## config.mk

```make
export PLATFORM = sky130hd
export DESIGN_NAME = i2c_scl_gen
export DESIGN_NICKNAME = d
export VERILOG_FILES = /design/src/rtl/i2c_pkg.sv /design/src/rtl/sync_2ff.sv /design/src/rtl/i2c_scl_gen.sv
export SDC_FILE = /design/constraint.sdc
export NUM_CORES = 1
export LEC_CHECK = 0
export CORE_AREA = 2 2 115 61
export DETAILED_ROUTE_END_ITERATION = 10
export DIE_AREA = 0 0 117 63
export PLACE_DENSITY = 0.74
export REMOVE_ABC_BUFFERS = 1
export SETUP_SLACK_MARGIN = 0.15
export SLEW_MARGIN = 20
export SYNTH_ARGS = -nofsm -noshare
export SYNTH_HDL_FRONTEND = slang
export SYNTH_SLANG_ARGS = --single-unit
```

## constraint.sdc

```tcl
create_clock -name clock -period 2.1 [get_ports clock]
set_input_delay 0.315 -clock clock [delete_from_list [all_inputs] [get_ports clock]]
set_output_delay 0.315 -clock clock [all_outputs]
set_load 0.02 [all_outputs]
```

## src/rtl/i2c_pkg.sv

```systemverilog
// Shared encodings for the I2C SCL generator: FSM states, quarter-phase codes
// and the reset-time quarter-length calculation.
package i2c_pkg;

    localparam logic [1:0] ST_IDLE    = 2'd0;
    localparam logic [1:0] ST_RUN     = 2'd1;
    localparam logic [1:0] ST_STRETCH = 2'd2;

    localparam logic [1:0] PH_LOW_A  = 2'd0;
    localparam logic [1:0] PH_LOW_B  = 2'd1;
    localparam logic [1:0] PH_HIGH_A = 2'd2;
    localparam logic [1:0] PH_HIGH_B = 2'd3;

    // Quarter count Q such that one SCL period is 4*(Q+1) reference clocks.
    function automatic int default_q(input int ref_freq, input int scl_freq);
        return ref_freq / (4 * scl_freq) - 1;
    endfunction

endpackage

```

## src/rtl/sync_2ff.sv

```systemverilog
// Two-flop synchronizer for an asynchronous single-bit input, with a
// selectable reset level so an idle-high line does not look asserted at reset.
module sync_2ff #(
    parameter logic RESET_VAL = 1'b1
) (
    input  logic clock,
    input  logic reset,
    input  logic d,
    output logic q
);

    logic meta;

    always_ff @(posedge clock or posedge reset) begin
        if (reset) begin
            meta <= RESET_VAL;
            q    <= RESET_VAL;
        end else begin
            meta <= d;
            q    <= meta;
        end
    end

endmodule

```

## src/rtl/i2c_scl_gen.sv

```systemverilog
// I2C master SCL generator: four equal quarters per period, per-quarter strobes,
// slave clock stretching at the start of the high phase, and glitch-free divisor updates.
module i2c_scl_gen
    import i2c_pkg::*;
#(
    parameter int REF_FREQ     = 50_000_000,
    parameter int DEFAULT_FREQ = 100_000,
    parameter int CNT_W        = 16
) (
    input  logic             clock,
    input  logic             reset,
    input  logic             enable,
    input  logic             div_load,
    input  logic [CNT_W-1:0] div_value,
    input  logic             scl_in,
    output logic             scl_out,
    output logic [1:0]       phase,
    output logic             tick_fall,
    output logic             tick_low_mid,
    output logic             tick_rise,
    output logic             tick_high_mid,
    output logic             stretching,
    output logic             busy
);

    localparam logic [CNT_W-1:0] Q_RESET = CNT_W'(default_q(REF_FREQ, DEFAULT_FREQ));

    logic [1:0]       state;
    logic [CNT_W-1:0] cnt;
    logic [CNT_W-1:0] q_reg;
    logic [CNT_W-1:0] pend_val;
    logic             pend;
    logic [3:0]       ticks;
    logic             scl_s;

    logic             terminal;
    logic             start_stretch;
    logic             wrap;
    logic             apply_q;
    logic [CNT_W-1:0] nxt_cnt;
    logic [1:0]       nxt_phase;
    logic [3:0]       nxt_ticks;

    sync_2ff #(.RESET_VAL(1'b1)) u_scl_sync (
        .clock (clock),
        .reset (reset),
        .d     (scl_in),
        .q     (scl_s)
    );

    // One counting step; shared by normal running and the exit from a stretch.
    always_comb begin
        terminal      = (cnt == q_reg);
        start_stretch = (state == ST_RUN) && (phase == PH_HIGH_A) && (cnt == '0) && !scl_s;
        wrap          = (state == ST_RUN) && terminal && (phase == PH_HIGH_B);
        apply_q       = (state == ST_IDLE) || wrap;
        nxt_cnt       = cnt + CNT_W'(1);
        nxt_phase     = phase;
        nxt_ticks     = 4'b0000;
        if (terminal) begin
            nxt_cnt   = '0;
            nxt_phase = phase + 2'd1;
            nxt_ticks = 4'b0001 << nxt_phase;
        end
    end

    always_ff @(posedge clock or posedge reset) begin
        if (reset) begin
            state      <= ST_IDLE;
            cnt        <= '0;
            phase      <= PH_HIGH_B;
            scl_out    <= 1'b1;
            ticks      <= 4'b0000;
            stretching <= 1'b0;
        end else begin
            ticks <= 4'b0000;
            case (state)
                ST_IDLE: begin
                    if (enable) begin
                        state   <= ST_RUN;
                        cnt     <= '0;
                        phase   <= PH_LOW_A;
                        scl_out <= 1'b0;
                        ticks   <= 4'b0001;
                    end
                end
                ST_RUN: begin
                    if (start_stretch) begin
                        state      <= ST_STRETCH;
                        stretching <= 1'b1;
                    end else if (wrap && !enable) begin
                        state <= ST_IDLE;
                        cnt   <= '0;
                    end else begin
                        cnt     <= nxt_cnt;
                        phase   <= nxt_phase;
                        ticks   <= nxt_ticks;
                        scl_out <= nxt_phase[1];
                    end
                end
                ST_STRETCH: begin
                    // The frozen count resumes where it stopped, so the high
                    // phase grows by exactly the number of stretch cycles.
                    if (scl_s) begin
                        state      <= ST_RUN;
                        stretching <= 1'b0;
                        cnt        <= nxt_cnt;
                        phase      <= nxt_phase;
                        ticks      <= nxt_ticks;
                        scl_out    <= nxt_phase[1];
                    end
                end
                default: begin
                    state      <= ST_IDLE;
                    cnt        <= '0;
                    phase      <= PH_HIGH_B;
                    scl_out    <= 1'b1;
                    stretching <= 1'b0;
                end
            endcase
        end
    end

    // New divisors only land between periods so a running period keeps its length.
    always_ff @(posedge clock or posedge reset) begin
        if (reset) begin
            q_reg    <= Q_RESET;
            pend_val <= '0;
            pend     <= 1'b0;
        end else if (apply_q && (div_load || pend)) begin
            q_reg <= div_load ? div_value : pend_val;
            pend  <= 1'b0;
        end else if (div_load) begin
            pend_val <= div_value;
            pend     <= 1'b1;
        end
    end

    assign tick_fall     = ticks[0];
    assign tick_low_mid  = ticks[1];
    assign tick_rise     = ticks[2];
    assign tick_high_mid = ticks[3];
    assign busy          = (state != ST_IDLE);

endmodule
```

### Word level (Yosys, flattened, before mapping)

Cells that the tools add are included.

| storage, ports and cells | value |
|---|---|
| memory bits (read-only) | 0 |
| bits in latches | 0 |
| RAM bits | 0 |
| memories | 0 |
| output and inout port bits | 9 |
| input port bits | 21 |
| logic and storage cells | 79 |
| bits in registers | 61 |

| cells by class | value |
|---|---|
| bitwise gates (word level) | 1 |
| multiply operators | 0 |
| shifts and indexed selects | 1 |
| mux-type cells | 34 |
| equal/unequal tests | 11 |
| div/mod/pow operators | 0 |
| $add $sub $neg | 2 |
| magnitude comparators | 0 |
| reduce and logical (&&, ||, !) cells | 19 |

Operators with widths:

| cell | number |
|---|---|
| $mux W16 | 6 |
| $pmux W16 S3 | 1 |
| $mux W2 | 9 |
| $add A16 B1 Y16 const B | 1 |
| $eq A16 B16 Y1 | 1 |
| $logic_not A16 Y1 | 1 |
| $mux W4 | 4 |
| $pmux W2 S3 | 2 |
| $pmux W4 S3 | 1 |
| $mux W1 | 9 |
| $reduce_and A3 Y1 | 3 |
| $ne A2 B2 Y1 const B | 4 |
| $logic_and A1 B1 Y1 | 7 |
| $eq A2 B2 Y1 const B | 3 |
| $pmux W1 S3 | 2 |
| $reduce_and A4 Y1 | 1 |
| $reduce_bool A2 Y1 | 2 |
| $shl A1 B2 Y4 const A | 1 |
| $ne A3 B2 Y1 const B | 1 |
| $add A2 B1 Y2 const B | 1 |
| $eq A2 B1 Y1 const B | 1 |
| $logic_not A1 Y1 | 2 |
| $logic_not A2 Y1 | 1 |
| $logic_or A1 B1 Y1 | 2 |
| other kinds (2) | 2 |

### Longest topological paths before layout

| depth | value |
|---|---|
| depth after elaboration | 7 |
| depth in mapped cells | 9 |
| mapped depth without buffers | 8 |

### Modules after synthesis

Synthesis repeated with hierarchy kept, for this count alone.

| second synthesis, totals | value |
|---|---|
| cell total of the unflattened synthesis | 300 |
| area total of the unflattened synthesis | 3200.6 sq um |

Modules (own cells, without submodules):

| module | times used | sequential area each (sq um) | cells each | area an instance (sq um) |
|---|---|---|---|---|
| i2c_scl_gen | 1 | 1460.2 | 297 | 3144.3 |
| sync_2ff | 1 | 52.6 | 3 | 56.3 |

### Worst setup path after synthesis

Ideal clock, no wire load.

| path | value |
|---|---|
| kind | reg-to-reg |
| start point | reg state[0] |
| end point | reg cnt[14] |
| setup slack | 38 ps |
| setup time | 128 ps |
| cell stages (with the launch flop) | 10 |
| required time | 1972 ps |
| arrival | 1934 ps |
| buffers on the path | 1 |
| clock period less this slack | 2062 ps |
| path through | dfrtp_1 -> inv_1 -> ha_1 -> inv_1 -> o21ai_0 -> a31o_2 -> buf_4 -> and2_1 -> a31oi_1 -> o31ai_1 |

| on the way | value |
|---|---|
| word-level cells in the longest chain between the ends | 7 |
| elaborated cells on any way between the ends | 16 |
| those cells by class | eq/ne (5); mux (3); reduce/logical (8) |

RTL lines:

| item | RTL line | text |
|---|---|---|
| start, declared | i2c_scl_gen.sv:28 | `logic [1:0] state;` |
| start signal, assigned | i2c_scl_gen.sv:69 | `state <= ST_IDLE;` |
| start signal, assigned | i2c_scl_gen.sv:80 | `state <= ST_RUN;` |
| start signal, assigned | i2c_scl_gen.sv:89 | `state <= ST_STRETCH;` |
| $eq A2 B1 Y1 | i2c_scl_gen.sv:54, i2c_scl_gen.sv:55, i2c_scl_gen.sv:77 |  |
| $logic_and A1 B1 Y1 (2 in a row) | i2c_scl_gen.sv:55 | `wrap = (state == ST_RUN) && terminal && (phase == PH_HIGH_B);` |
| $logic_and A1 B1 Y1 | i2c_scl_gen.sv:91 | `end else if (wrap && !enable) begin` |
| $mux W16 | i2c_scl_gen.sv:91 |  |
| $mux W16 | i2c_scl_gen.sv:88 | `if (start_stretch) begin` |
| $pmux W16 S3 | i2c_scl_gen.sv:77 | `case (state)` |
| end signal, assigned | i2c_scl_gen.sv:95 | `cnt <= nxt_cnt;` |
| end signal, assigned | i2c_scl_gen.sv:107 | `cnt <= nxt_cnt;` |
| end, declared | i2c_scl_gen.sv:29 | `logic [CNT_W-1:0] cnt;` |

Several ways; a longest one is shown, not always the timed one. The select of a mux whose other input is x is not followed.
A chain may end at the register's enable or synchronous reset.

### Final worst setup path

| path | value |
|---|---|
| start point | reg q_reg[3] |
| end point | reg q_reg[5] |

| on the way | value |
|---|---|
| word-level cells in the longest chain between the ends | 5 |

RTL lines:

| item | RTL line | text |
|---|---|---|
| start, declared | i2c_scl_gen.sv:30 | `logic [CNT_W-1:0] q_reg;` |
| start signal, assigned | i2c_scl_gen.sv:131 | `q_reg <= div_load ? div_value : pend_val;` |
| $eq A16 B16 Y1 | i2c_scl_gen.sv:53 | `terminal = (cnt == q_reg);` |
| $logic_and A1 B1 Y1 (2 in a row) | i2c_scl_gen.sv:55 |  |
| $logic_or A1 B1 Y1 | i2c_scl_gen.sv:56 | `apply_q = (state == ST_IDLE) \|\| wrap;` |
| $logic_and A1 B1 Y1 | i2c_scl_gen.sv:130 | `end else if (apply_q && (div_load \|\| pend)) begin` |

No other way between the ends.

==> results.py <==
metrics = {
    "finish": {
        "finalNetCount": 417,
        "drive_above_1_share": 0.419,
        "nFillCells": 409,
        "diodes": 0,
        "syn2layout_area_growth_pct": 46.1,
        "postLayoutCellArea_sq_um": 4760,
    },
    "critical_path": {
        "critPathLaunchType": "register",
        "slowest_delay_ps": 560,
        "cp_num_buf_inv": 4,
        "slowest_stage": "dfstp_2",
        "crit_chain": "xnor2_2 > nand4_1 > nor4_2 > buf_4 > a31oi_4 > buf_6 > nor2_4 > buf_6 > buf_12 > a2bb2oi_2",
        "crit_top_cell": "buf_6",
        "critPathMaxFanout": 8,
        "cp.required_ps": 2360,
        "worstPathArrival_ps": 2460,
        "end_kind": "register",
        "cpLargestDelayFamily": "buffers and inverters",
        "path_class": "register to register",
    },
    "min_path": {
        "hp-class": "primary input to asynchronous set/reset pin",
    },
    "synth": {
        "ys_ff_latch": 60,
        "synthArstFlopShare": 1.00,
        "synth.top_cell.area_share": 0.392,
        "synth.distinct_cells": 55,
        "synth_area_sq_um": 3260,
        "ys_seq_area_frac": 0.464,
        "synth_area_leaders": "dfrtp_1, dfstp_2, a2bb2oi_2, ha_1, mux2_4",
        "syn_inst": 293,
        "ys_warn_count": 0,
        "yosys.area.top_type": "dfrtp_1",
        "synth-edff-count": 0,
        "syn_avg_cell_area_sq_um": 11.1,
        "synth_top_flop_cell": "dfrtp_1",
    },
    "sta": {
        "fmax_mhz": 456,
        "grt_setup_unrepaired": "yes",
        "min_period_over_period": 1.04,
        "setup_ws_ps": -92.4,
        "min_period_ps": 2190,
        "finalHoldViolations": 0,
        "relSlewSlack": 0.633,
        "hold_ws_ps": 281,
        "setup_viol": 29,
        "worstMarginPinSlew_ps": 545,
        "drv_slew": 0,
        "clock_skew_ps": 11.8,
    },
    "cts": {
        "clock_path_buffers": 2,
        "cts.sinks": 60,
        "clkTransAtPathRegs_ps": 60,
        "cts-root-buf": "clkbuf_16",
        "cts_hold_buf": 0,
        "htreeDepth": 3,
        "cts_buffers": 9,
        "cts_tree": "done",
        "insertion_delay_ps": 340,
    },
    "placed_design": {
        "placed_area_sq_um": 3920,
        "port_buffers": 29,
        "hpwl_microns": 5930,
        "gp_congestion": 0.944,
    },
    "power": {
        "vdd_drop_max_uv": 778,
        "internal_power_uw": 4810,
        "p_switching_uw": 2620,
        "power_frac_comb": 0.523,
        "cellPowerDensity_nw_per_um2": 1560,
        "p_leak_uw": 0.00207,
        "clkPwrFrac": 0.219,
        "switching_share": 0.352,
        "seqPwrFrac": 0.258,
    },
    "grt": {
        "first_global_vias": 2828,
        "antenna_found_initial": 0,
        "track_usage": 0.277,
        "grt_pass1_wl_microns": 15000,
        "overflow": 0,
        "grt_max_degree": 46,
    },
    "run_status": {
        "status": "finished, violations left",
        "violations": "negative setup slack",
    },
    "detailed_routing": {
        "drt-initial-drc-count": 274,
        "routed_wl_microns": 9380,
        "drc": 0,
        "via_per_inst": 5.75,
        "postRouteAntennaNets": 0,
        "firstDrtPassIters": 5,
        "post_drt_wl_per_cell_microns": 19.5,
        "vias": 2767,
    },
    "floorplanning": {
        "die-area_sq_um": 7370,
        "io_pins": 30,
        "coreArea_sq_um": 6440,
        "die_x_microns": 117,
        "rows": 21,
        "initial_core_util": 0.506,
        "fp.dieH_microns": 63,
    },
    "run": {
        "max_cap_violations": 0,
    },
}
[cells by family (layout without fill, tap and decap cells)]
family / count (synthesis) / count (layout) / synth area share
DFF: 60 / 60 / 0.464
adders and majority gates: 12 / 12 / 0.0461
xor gates and xnor gates: 16 / 16 / 0.0453
muxes: 16 / 16 / 0.0668
AOI/OAI and AO/OA: 79 / 79 / 0.194
buffers and inverters: 27 / 122 / 0.0457
and+or+nand+nor: 83 / 84 / 0.138
[synthesized netlist by cell type, drive strengths merged, types with 2 or more instances]
master / n
dfrtp: 51
nand2: 20
o22ai: 19
nor2: 17
mux2: 16
xnor2: 16
a2bb2oi: 15
inv: 14
ha: 12
o21ai: 12
nand3: 11
a21oi: 9
buf: 9
dfstp: 9
a22o: 6
and2: 5
nand4: 5
nor3: 5
a31oi: 4
nand2b: 4
o31ai: 4
and3: 3
clkbuf: 3
a21o: 2
nor2b: 2
nor4: 2
or2: 2
or4: 2
[timing repair]
item	CTS	global route
gates resized for setup	50	29
endpoints found under the setup margin	56	59
gates cloned	2	0
pin swaps	21	10
buffers inserted	16	2
[routing by layer]
metal  track usage  up-vias  routed length (microns)  share of wire
li1              -     1255                        -              -
met1         0.406     1379                     4410           0.47
met2         0.389      113                     4170           0.44
met3        0.0766       20                      654          0.070
met4         0.100        0                      144          0.015
met5             0        -                        0              0
[cells in the final DEF, fill, tap and decap left out, types with 4 or more instances in the layout]
| master | n |
|---|---|
| clkdlybuf4s50_1 | 27 |
| o21ai_1 | 7 |
| clkbuf_16 | 9 |
| buf_6 | 11 |
| o22ai_1 | 18 |
| nor2_1 | 13 |
| a2bb2oi_2 | 15 |
| nand3_1 | 10 |
| xnor2_1 | 14 |
| ha_1 | 9 |
| dfstp_2 | 9 |
| inv_1 | 13 |
| dfrtp_1 | 49 |
| buf_4 | 45 |
| nand2_1 | 17 |
| a22o_1 | 6 |
| a21oi_1 | 6 |
| nand4_1 | 5 |
| mux2_4 | 16 |
| buf_12 | 4 |
[through the flow]
stage / total power (uW) / util / TNS, ps / instances / worst slack [ps]
2_1_floorplan: 3620 / - / -7500 / 281 / -339
3_3_place_gp: 4560 / 0.609 / -49.5 / 445 / -43.6
3_5_place_dp: 4670 / 0.609 / -368 / 445 / -102
4_1_cts: 7100 / 0.719 / 0 / 479 / 48.7
5_1_grt: 7740 / 0.740 / -4560 / 481 / -192
6_report: 7430 / 0.740 / -1540 / 481 / -92.4
[final timing paths]
check                                                from                endpoint  slack [ps]  cells past startpoint
worst max register to register       q_reg[3]$_DFFE_PP1P_    q_reg[5]$_DFFE_PP1P_         -90                     10
max in group asynchronous                           reset    q_reg[3]$_DFFE_PP1P_        1190                      3
worst min register to register  u_scl_sync.meta$_DFF_PP1_  u_scl_sync.q$_DFF_PP1_         350                      0
min in group clock              u_scl_sync.meta$_DFF_PP1_  u_scl_sync.q$_DFF_PP1_         350                      0
worst min-delay path                                reset      ticks[0]$_DFF_PP0_         280                      2
worst max-delay path                 q_reg[3]$_DFFE_PP1P_    q_reg[5]$_DFFE_PP1P_         -90                     10
[layout make-up]
type | instances | area [sq um] | area share
well taps | 92 | 115 | 0.0242
flip-flops and latches | 60 | 1520 | 0.318
repair buffers | 91 | 876 | 0.184
inverters | 15 | 56.3 | 0.0118
clock inverters | 4 | 72.6 | 0.0152
multi-input cells | 207 | 1870 | 0.393
clock buffers | 12 | 256 | 0.0539
[power groups by stage]
stage               logic (uW)  clock network [uW]  registers, uW
floorplan                 1710                   0           1910
global placement          2670                   0           1890
detailed placement        2770                   0           1900
CTS                       3570                1640           1900
global route              4100                1690           1950
finish                    3890                1630           1910
No activity file was read; power rests on OpenSTA's default activity.
